--- src/rtl/simon_pkg.sv ---
// Shared definitions for the sequence player: FSM state encoding, default
// sizing constants and the phase-length helper.
package simon_pkg;

    typedef enum logic [1:0] {
        ST_IDLE,
        ST_ON,
        ST_OFF,
        ST_DONE
    } state_e;

    localparam int DEF_DEPTH       = 32;
    localparam int DEF_COLOUR_W    = 2;
    localparam int DEF_SPEED_W     = 3;
    localparam int DEF_BASE_CYCLES = 50_000_000;
    localparam int DEF_MIN_CYCLES  = 2;

    // Faster speeds halve the phase, but never below the floor.
    function automatic int unsigned phase_cycles(input int unsigned base,
                                                 input int unsigned min_cycles,
                                                 input int unsigned shift);
        int unsigned t;
        t = base >> shift;
        return (t < min_cycles) ? min_cycles : t;
    endfunction

endpackage

--- src/rtl/sequence_player_phase_timer.sv ---
// Down-counter timing one ON or OFF phase: load a value, count to zero, hold.
module phase_timer #(
    parameter int W = 3
) (
    input  logic         clk,
    input  logic         reset_n,
    input  logic         load,
    input  logic [W-1:0] load_value,
    output logic         zero
);

    logic [W-1:0] count_q;
    logic [W-1:0] count_d;

    always_comb begin
        count_d = count_q;
        if (load) begin
            count_d = load_value;
        end else if (count_q != '0) begin
            count_d = count_q - W'(1);
        end
    end

    always_ff @(posedge clk) begin
        if (!reset_n) begin
            count_q <= '0;
        end else begin
            count_q <= count_d;
        end
    end

    assign zero = (count_q == '0);

endmodule

--- src/rtl/sequence_player.sv ---
// Stores a list of colour codes and replays them oldest-first as timed
// one-hot LED flashes separated by equally long dark gaps.
module sequence_player
    import simon_pkg::*;
#(
    parameter int DEPTH       = DEF_DEPTH,
    parameter int COLOUR_W    = DEF_COLOUR_W,
    parameter int SPEED_W     = DEF_SPEED_W,
    parameter int BASE_CYCLES = DEF_BASE_CYCLES,
    parameter int MIN_CYCLES  = DEF_MIN_CYCLES
) (
    input  logic                         clk,
    input  logic                         reset_n,
    input  logic                         clear,
    input  logic                         append_valid,
    input  logic [COLOUR_W-1:0]          append_colour,
    output logic                         append_ready,
    input  logic                         start,
    input  logic [SPEED_W-1:0]           speed,
    output logic                         busy,
    output logic                         done,
    output logic [(2**COLOUR_W)-1:0]     led,
    output logic [$clog2(DEPTH+1)-1:0]   length,
    output logic                         full
);

    localparam int NUM_COLOURS = 2**COLOUR_W;
    localparam int LEN_W       = $clog2(DEPTH+1);
    localparam int IDX_W       = (DEPTH > 1) ? $clog2(DEPTH) : 1;
    localparam int TMAX        = (BASE_CYCLES > MIN_CYCLES) ? BASE_CYCLES : MIN_CYCLES;
    localparam int CNT_W       = (TMAX > 1) ? $clog2(TMAX) : 1;

    logic [COLOUR_W-1:0]    mem [DEPTH];

    state_e                 state_q, state_d;
    logic [IDX_W-1:0]       index_q, index_d;
    logic [LEN_W-1:0]       length_q, length_d;
    logic [NUM_COLOURS-1:0] led_q, led_d;
    logic                   done_q, done_d;
    logic [SPEED_W-1:0]     speed_q, speed_d;

    logic                   append_fire;
    logic                   timer_load;
    logic                   timer_zero;
    logic                   last_elem;
    logic [IDX_W-1:0]       next_index;
    logic [COLOUR_W-1:0]    first_colour;
    logic [SPEED_W-1:0]     speed_src;
    logic [CNT_W-1:0]       reload_value;

    function automatic logic [NUM_COLOURS-1:0] onehot(input logic [COLOUR_W-1:0] c);
        logic [NUM_COLOURS-1:0] v;
        v    = '0;
        v[c] = 1'b1;
        return v;
    endfunction

    assign full         = (length_q == LEN_W'(DEPTH));
    assign append_ready = (state_q == ST_IDLE) && !full;
    assign append_fire  = append_valid && append_ready && !clear;
    assign busy         = (state_q != ST_IDLE);
    assign done         = done_q;
    assign led          = led_q;
    assign length       = length_q;

    assign next_index   = index_q + IDX_W'(1);
    assign last_elem    = (LEN_W'(index_q) == (length_q - LEN_W'(1)));
    // A colour appended in the same cycle as start is not yet in mem.
    assign first_colour = (length_q == '0) ? append_colour : mem[0];
    assign speed_src    = (state_q == ST_IDLE) ? speed : speed_q;
    assign reload_value = CNT_W'(phase_cycles(BASE_CYCLES, MIN_CYCLES, 32'(speed_src)) - 1);

    always_ff @(posedge clk) begin
        if (append_fire) begin
            mem[IDX_W'(length_q)] <= append_colour;
        end
    end

    always_comb begin
        length_d = length_q;
        if (clear) begin
            length_d = '0;
        end else if (append_fire) begin
            length_d = length_q + LEN_W'(1);
        end
    end

    always_comb begin
        state_d    = state_q;
        index_d    = index_q;
        led_d      = led_q;
        done_d     = 1'b0;
        speed_d    = speed_q;
        timer_load = 1'b0;
        if (clear) begin
            state_d = ST_IDLE;
            index_d = '0;
            led_d   = '0;
        end else begin
            case (state_q)
                ST_IDLE: begin
                    if (start) begin
                        speed_d    = speed;
                        timer_load = 1'b1;
                        index_d    = '0;
                        if ((length_q != '0) || append_fire) begin
                            state_d = ST_ON;
                            led_d   = onehot(first_colour);
                        end else begin
                            state_d = ST_DONE;
                            done_d  = 1'b1;
                        end
                    end
                end
                ST_ON: begin
                    if (timer_zero) begin
                        state_d    = ST_OFF;
                        led_d      = '0;
                        timer_load = 1'b1;
                    end
                end
                ST_OFF: begin
                    if (timer_zero) begin
                        if (last_elem) begin
                            state_d = ST_DONE;
                            done_d  = 1'b1;
                        end else begin
                            state_d    = ST_ON;
                            index_d    = next_index;
                            led_d      = onehot(mem[next_index]);
                            timer_load = 1'b1;
                        end
                    end
                end
                ST_DONE: begin
                    state_d = ST_IDLE;
                    index_d = '0;
                end
                default: state_d = ST_IDLE;
            endcase
        end
    end

    always_ff @(posedge clk) begin
        if (!reset_n) begin
            state_q  <= ST_IDLE;
            index_q  <= '0;
            length_q <= '0;
            led_q    <= '0;
            done_q   <= 1'b0;
            speed_q  <= '0;
        end else begin
            state_q  <= state_d;
            index_q  <= index_d;
            length_q <= length_d;
            led_q    <= led_d;
            done_q   <= done_d;
            speed_q  <= speed_d;
        end
    end

    phase_timer #(
        .W(CNT_W)
    ) u_phase_timer (
        .clk        (clk),
        .reset_n    (reset_n),
        .load       (timer_load),
        .load_value (reload_value),
        .zero       (timer_zero)
    );

endmodule

--- config.mk ---
export PLATFORM = sky130hd
export DESIGN_NAME = sequence_player
export DESIGN_NICKNAME = d
export VERILOG_FILES = /design/src/rtl/simon_pkg.sv /design/src/rtl/sequence_player_phase_timer.sv /design/src/rtl/sequence_player.sv
export SDC_FILE = /design/constraint.sdc
export NUM_CORES = 1
export LEC_CHECK = 0
export CAP_MARGIN = 10
export CORE_MARGIN = 1
export CORE_UTILIZATION = 50
export DETAILED_ROUTE_END_ITERATION = 8
export PLACE_DENSITY = 0.82
export SLEW_MARGIN = 20
export SYNTH_ARGS = -nofsm -noshare
export SYNTH_HDL_FRONTEND = slang
export SYNTH_SLANG_ARGS = --single-unit
--- constraint.sdc ---
create_clock -name clk -period 4.34 [get_ports clk]
set_input_delay 0.651 -clock clk [delete_from_list [all_inputs] [get_ports clk]]
set_output_delay 0.651 -clock clk [all_outputs]
set_load 0.03 [all_outputs]
==> Word level (Yosys, flattened, before mapping) <==
Memory sizes are Yosys's and may differ from the RTL's.
Index checks and enable logic that the tools add are counted.
{ "totals": {"mem_bits_rw": 64, "ff_bits": 47, "out_inout_bits": 14, "elab_cells": 91, "n_memories": 1, "in_bits": 10} }
{ "memory_table": {"columns": ["name", "depth", "width", "rd", "rd_clocked_by_memory_dff", "wr", "line_no", "text"], "rows": [
  ["mem", 32, 2, 2, 0, 1, "sequence_player.sv:33", "logic [COLOUR_W-1:0] mem [DEPTH];"]
]} }
{ "op_classes": {"muxes": 38, "bitwise_logic": 2, "addsub": 5, "reduce_logical": 22, "n_shift": 1, "eq_ne": 10, "order_cmp": 5} }
{ "ops": {"columns": ["op", "count"], "rows": [
  ["$mux 26", 3],
  ["$sub 26x1->26 const B", 2],
  ["$lt 32x2->1 const B", 1],
  ["$shr 26x3->32 const A", 1],
  ["$logic_not 26->1", 1],
  ["$reduce_bool 26->1", 1],
  ["$mux 4", 5],
  ["$mux 5", 3],
  ["$pmux 5 s3", 1],
  ["$mux 1", 13],
  ["$mux 2", 6],
  ["$pmux 4 s3", 1],
  ["$ne 2x2->1 const B", 4],
  ["$pmux 2 s4", 1],
  ["$add 6x1->6 const B", 1],
  ["$eq 5x6->1", 1],
  ["$eq 6x6->1 const B", 1],
  ["$logic_not 6->1", 1],
  ["$lt 2x3->1 const B", 2],
  ["$reduce_and 3->1", 2],
  ["$reduce_and 6->1", 1],
  ["$reduce_bool 3->1", 2],
  ["$reduce_bool 6->1", 1],
  ["$sub 6x1->6 const B", 1],
  ["17 further kinds", 27]
]} }

==> Logic depth before layout (Yosys ltp) <==
{ "logic_depth": {"depth_word": 9, "depth_mapped": 18} }

==> By module <==
From an unflattened synthesis, not the netlist that was laid out.
{ "hier_totals": {"cells_unflattened": 544, "area_unflattened_um2": 5908.2} }
{ "modules_own_cells": {"columns": ["module", "cells_each", "area_per_inst_um2", "instances", "seq_area_each_um2"], "rows": [
  ["sequence_player", 355, 4381.7, 1, 2342.2],
  ["phase_timer", 189, 1526.5, 1, 520.5]
]} }

==> Least setup slack after synthesis <==
OpenSTA, ideal clock, no wires.
{ "synth_timing": {"path_kind": "register -> register", "startpoint": "register length_q[0], in the netlist length[0]", "endpoint": "register u_phase_timer.count_q[24]", "path_stages_with_launch": 19, "path_buffers": 2, "period_less_slack_ns": 4.485, "arrival_ns": 4.421, "required_ns": 4.276, "setup_slack_ns": -0.145, "cell_sequence": "dfxtp_1 > inv_1 > ha_1 > clkbuf_1 > o21ba_2 > a221o_1 > a21o_1 > or2_2 > a41oi_4 > buf_2 > mux2i_1 > ha_1 > nor3b_1 > nand4b_1 > nor2_1 > nand2_1 > xor2_1 > mux2_4 > nor2_1"} }
{ "synth_between": {"elab_chain_len": 7, "word_cells_on_any_way": 8} }
{ "synth_lines": {"columns": ["item", "line_no", "text"], "rows": [
  ["start: declaration", "sequence_player.sv:37", "logic [LEN_W-1:0] length_q, length_d;"],
  ["start signal: assignment", "sequence_player.sv:155", "length_q <= length_d;"],
  ["$sub 6x1->6 *", "sequence_player.sv:67", "assign last_elem = (LEN_W'(index_q) == (length_q - LEN_W'(1)));"],
  ["$eq 5x6->1 *", "sequence_player.sv:67", null],
  ["$mux 1 *", "sequence_player.sv:124", "if (last_elem) begin"],
  ["$mux 1 *", "sequence_player.sv:123", "if (timer_zero) begin"],
  ["$pmux 1 s3 *", "sequence_player.sv:100", "case (state_q)"],
  ["$mux 1 *", "sequence_player.sv:95", "if (clear) begin"],
  ["$mux 26 or $reduce_bool 2->1 (tied branches)", null, null],
  ["end signal: assignment", "sequence_player_phase_timer.sv:28", "count_q <= count_d;"],
  ["end: declaration", "sequence_player_phase_timer.sv:12", "logic [W-1:0] count_q;"]
]} }
Every way passes the cells marked *; elsewhere a longest branch is shown, timed or not.
A chain may end at the register's enable or synchronous reset.

==> Worst setup path after layout <==
{ "layout_timing": {"startpoint": "register length_q[1], in the netlist length[1]", "endpoint": "register u_phase_timer.count_q[24]"} }
Same word-level chain as after synthesis.

==> results.txt <==
Clock Power Share: 24.9%
Crit Path Max Fanout: 9
root buffer cell: clkbuf_8
Area contributors post-synth: edfxtp_1 (34%), dfxtp_1 (17%), mux4_2 (8.0%)
DRT Wirelength: 12140 µm
max_cap viols: 0
Iteration-0 DRC Markers: 246
Seq/Total Area, Yosys: 51.03%
Remaining Overflow, GRT: 0
#FFs+latches synth: 111
fin crit share: 94.41%
Starting Density: 51.53%
unrepaired setup endpoints after global routing: no
Primary FF master, synth: edfxtp_1
leading area contributor after synthesis: edfxtp_1
Top Layer Used: met4
wire length on met1: 5096 µm
Setup crit end kind: flip-flop
via count of the first global-routing pass: 3953
CTS sink count: 111
met3 WL post-DR: 583 µm
ant diodes: 0
clk buf depth: 2
initial antenna violation count: 0
post-synth top area share: 34.26%
final hold vios: 0
syn avg cell area: 11.18 µm²
internal power: 0.001600 W
synthesized area: 5610 µm²
input/output buffers: 23
gpl congestion: 0.8619
Final Critical Period: 4.097 ns
WS Path Type: flip-flop to flip-flop
Yosys cell types: 57
sw power: 0.0006883 W
clock latency on the worst-skew pair: 0.39 ns
ANT nets after route: 0
run status: finished clean
share of layout cells above drive strength 1: 15.08%
routed len/inst: 17.93 µm
CTS tree: done
Final Util: 57.29%
Post-synth ARST share: 0%
CORE AREA: 10890 µm²
Final Slew Violations: 0
worst rel slew slack: 48.46%
most frequent cells in the layout: nor2_1 (82), edfxtp_1 (64), dfxtp_1 (45)
Warnings, synthesis: 0
H-Tree Depth: 3
Max IR drop VDD: 0.0002640 V
Gate Count Post-Synth: 502
CTS clk-pin slew, worst paths: 0.11 ns
largest net degree at the start of global routing: 45
Final HPWL DP: 8553 µm
PD cells: 366.9 nW/µm²
most common cell after layout, fill and taps aside: nor2_1
met2 wire length: 6183 µm
Site Rows: 38
Die W: 107.9 µm
Hold Crit Class: flip-flop to flip-flop
Post-synth EDFFs: 64
nets@finish: 553
post-DR vias/cell: 6.022
residual DRC count: 0
CP required: 4.65 ns
Worst Tran Pin Value: 0.7516 ns
Crit path arrival time: 4.41 ns
Ports: 24
DR pass1 iterations: 5
height of the die: 107.9 µm
Logic pwr share: 21.5%
Sw Share: 30.08%
nature of the critical path startpoint: flip-flop
fmax: 244.1 MHz
Die Footprint: 11650 µm²
Num CTS Buffers: 9
via count: 4077
Setup Viol. Count Final: 0
Syn Nets: 523
area grow syn2layout: 11.17%
Leakage: 2.093 nW
clock skew: 0.01483 ns
Seq pwr share: 53.7%
total track usage: 22.20%
first-pass GRT wire length: 19580 µm
TNS Setup: 0 ns
==> cell families after synthesis <==
family	synth area share [%]
adder cells (fa/ha/maj)	2.453
buffers and inverters	2.342
XOR/XNOR	4.371
multiplexers	12.09
flip-flops	51.03
AO/OA/AOI/OAI	10.24
AND/OR/NAND/NOR	17.48
==> metal layers <==
layer  GRT usage [%]  up-vias
met4           9.785        0
met2           37.50      131
met1           27.30     1982
met5               0        -
li1                -     1936
met3           4.882       28
==> metrics by stage <==
step | hold slack (ns) | total power [W] | cell area [µm²] | std cells | setup slack (ns)
6_report | 0.4954 | 0.002289 | 6237 | 677 | 0.2426
5_1_grt | 0.5155 | 0.002398 | 6237 | 677 | 0.04463
4_1_cts | 0.4974 | 0.002290 | 6221 | 676 | 0.1699
3_5_place_dp | 0.4832 | 0.001730 | 6047 | 660 | 0.2031
3_3_place_gp | 0.4720 | 0.001718 | 6047 | 660 | 0.4359
2_1_floorplan | 0.4647 | 0.001598 | 5613 | 502 | 0.04094
==> path summary, 6_finish.rpt <==
| check | from | to | slack, ns | depth (start not counted) |
|---|---|---|---|---|
| setup reg to reg | length[1] | u_phase_timer.count_q[24] | 0.24 | 17 |
| hold reg to reg | led[3] | led[3] | 0.50 | 2 |
| setup / recovery | length[1] | u_phase_timer.count_q[24] | 0.24 | 17 |
| hold / removal | led[3] | led[3] | 0.50 | 2 |
==> power groups by stage <==
| stage | sequential [W] | combinational (W) | clock [W] |
|---|---|---|---|
| after floorplan | 0.00124 | 0.000357 | 0 |
| after global placement | 0.00125 | 0.000472 | 0 |
| after detailed placement | 0.00125 | 0.000480 | 0 |
| after CTS | 0.00123 | 0.000484 | 0.000581 |
| after global routing | 0.00124 | 0.000540 | 0.000621 |
| final | 0.00123 | 0.000491 | 0.000569 |
==> cells in the mapped netlist (7+ instances only) <==
cell       n
inv_1      7
nor2_1    82
edfxtp_1  64
mux4_2    20
xor2_1    10
nand2_1   30
mux2_2     9
nor3_1    23
nand3_1   13
dfxtp_1   47
nor3b_1    7
a21oi_1   15
clkbuf_1  11
ha_1      11
xnor2_1   18
mux2i_1   10
a211oi_1  17
o21ai_0   15
==> timing repair <==
action,4_1_cts,5_1_grt
resized for setup,0,2
setup endpoints to repair,0,2
setup buffers,0,1
hold buffers,0,0
==> area by class of cell <==
class / instances / area [µm²]
Timing Repair Buffer: 41 / 365.4
Clock inverter: 5 / 42.54
Multi-Input combinational cell: 362 / 2629
Sequential cell: 111 / 2868
Fill cell: 875 / 4651
Tap cell: 140 / 175.2
Inverter: 7 / 26.28
Clock buffer: 11 / 131.4
==> worst max-delay path, stage by stage (launching register included) <==
cell and delay, ns:
dfxtp_2 0.43, inv_1 0.11, ha_1 0.29, o21ba_2 0.24
a221o_1 0.34, a21o_1 0.18, or2_2 0.31, a41oi_4 0.26
mux2_2 0.37, inv_1 0.06, ha_1 0.16, nor3b_1 0.25
nand4b_1 0.23, nor2_1 0.21, nand2_1 0.09, xor2_1 0.15
mux2_4 0.25, nor2_1 0.09
==> sequential cells by signal, indices dropped and copies added, names as in the netlist <==
signal                 cells
mem                       64
u_phase_timer.count_q     26
length                     6
index_q                    5
led                        4
speed_q                    3
state_q                    2
done                       1
No activity file was read; power rests on OpenSTA's default activity.
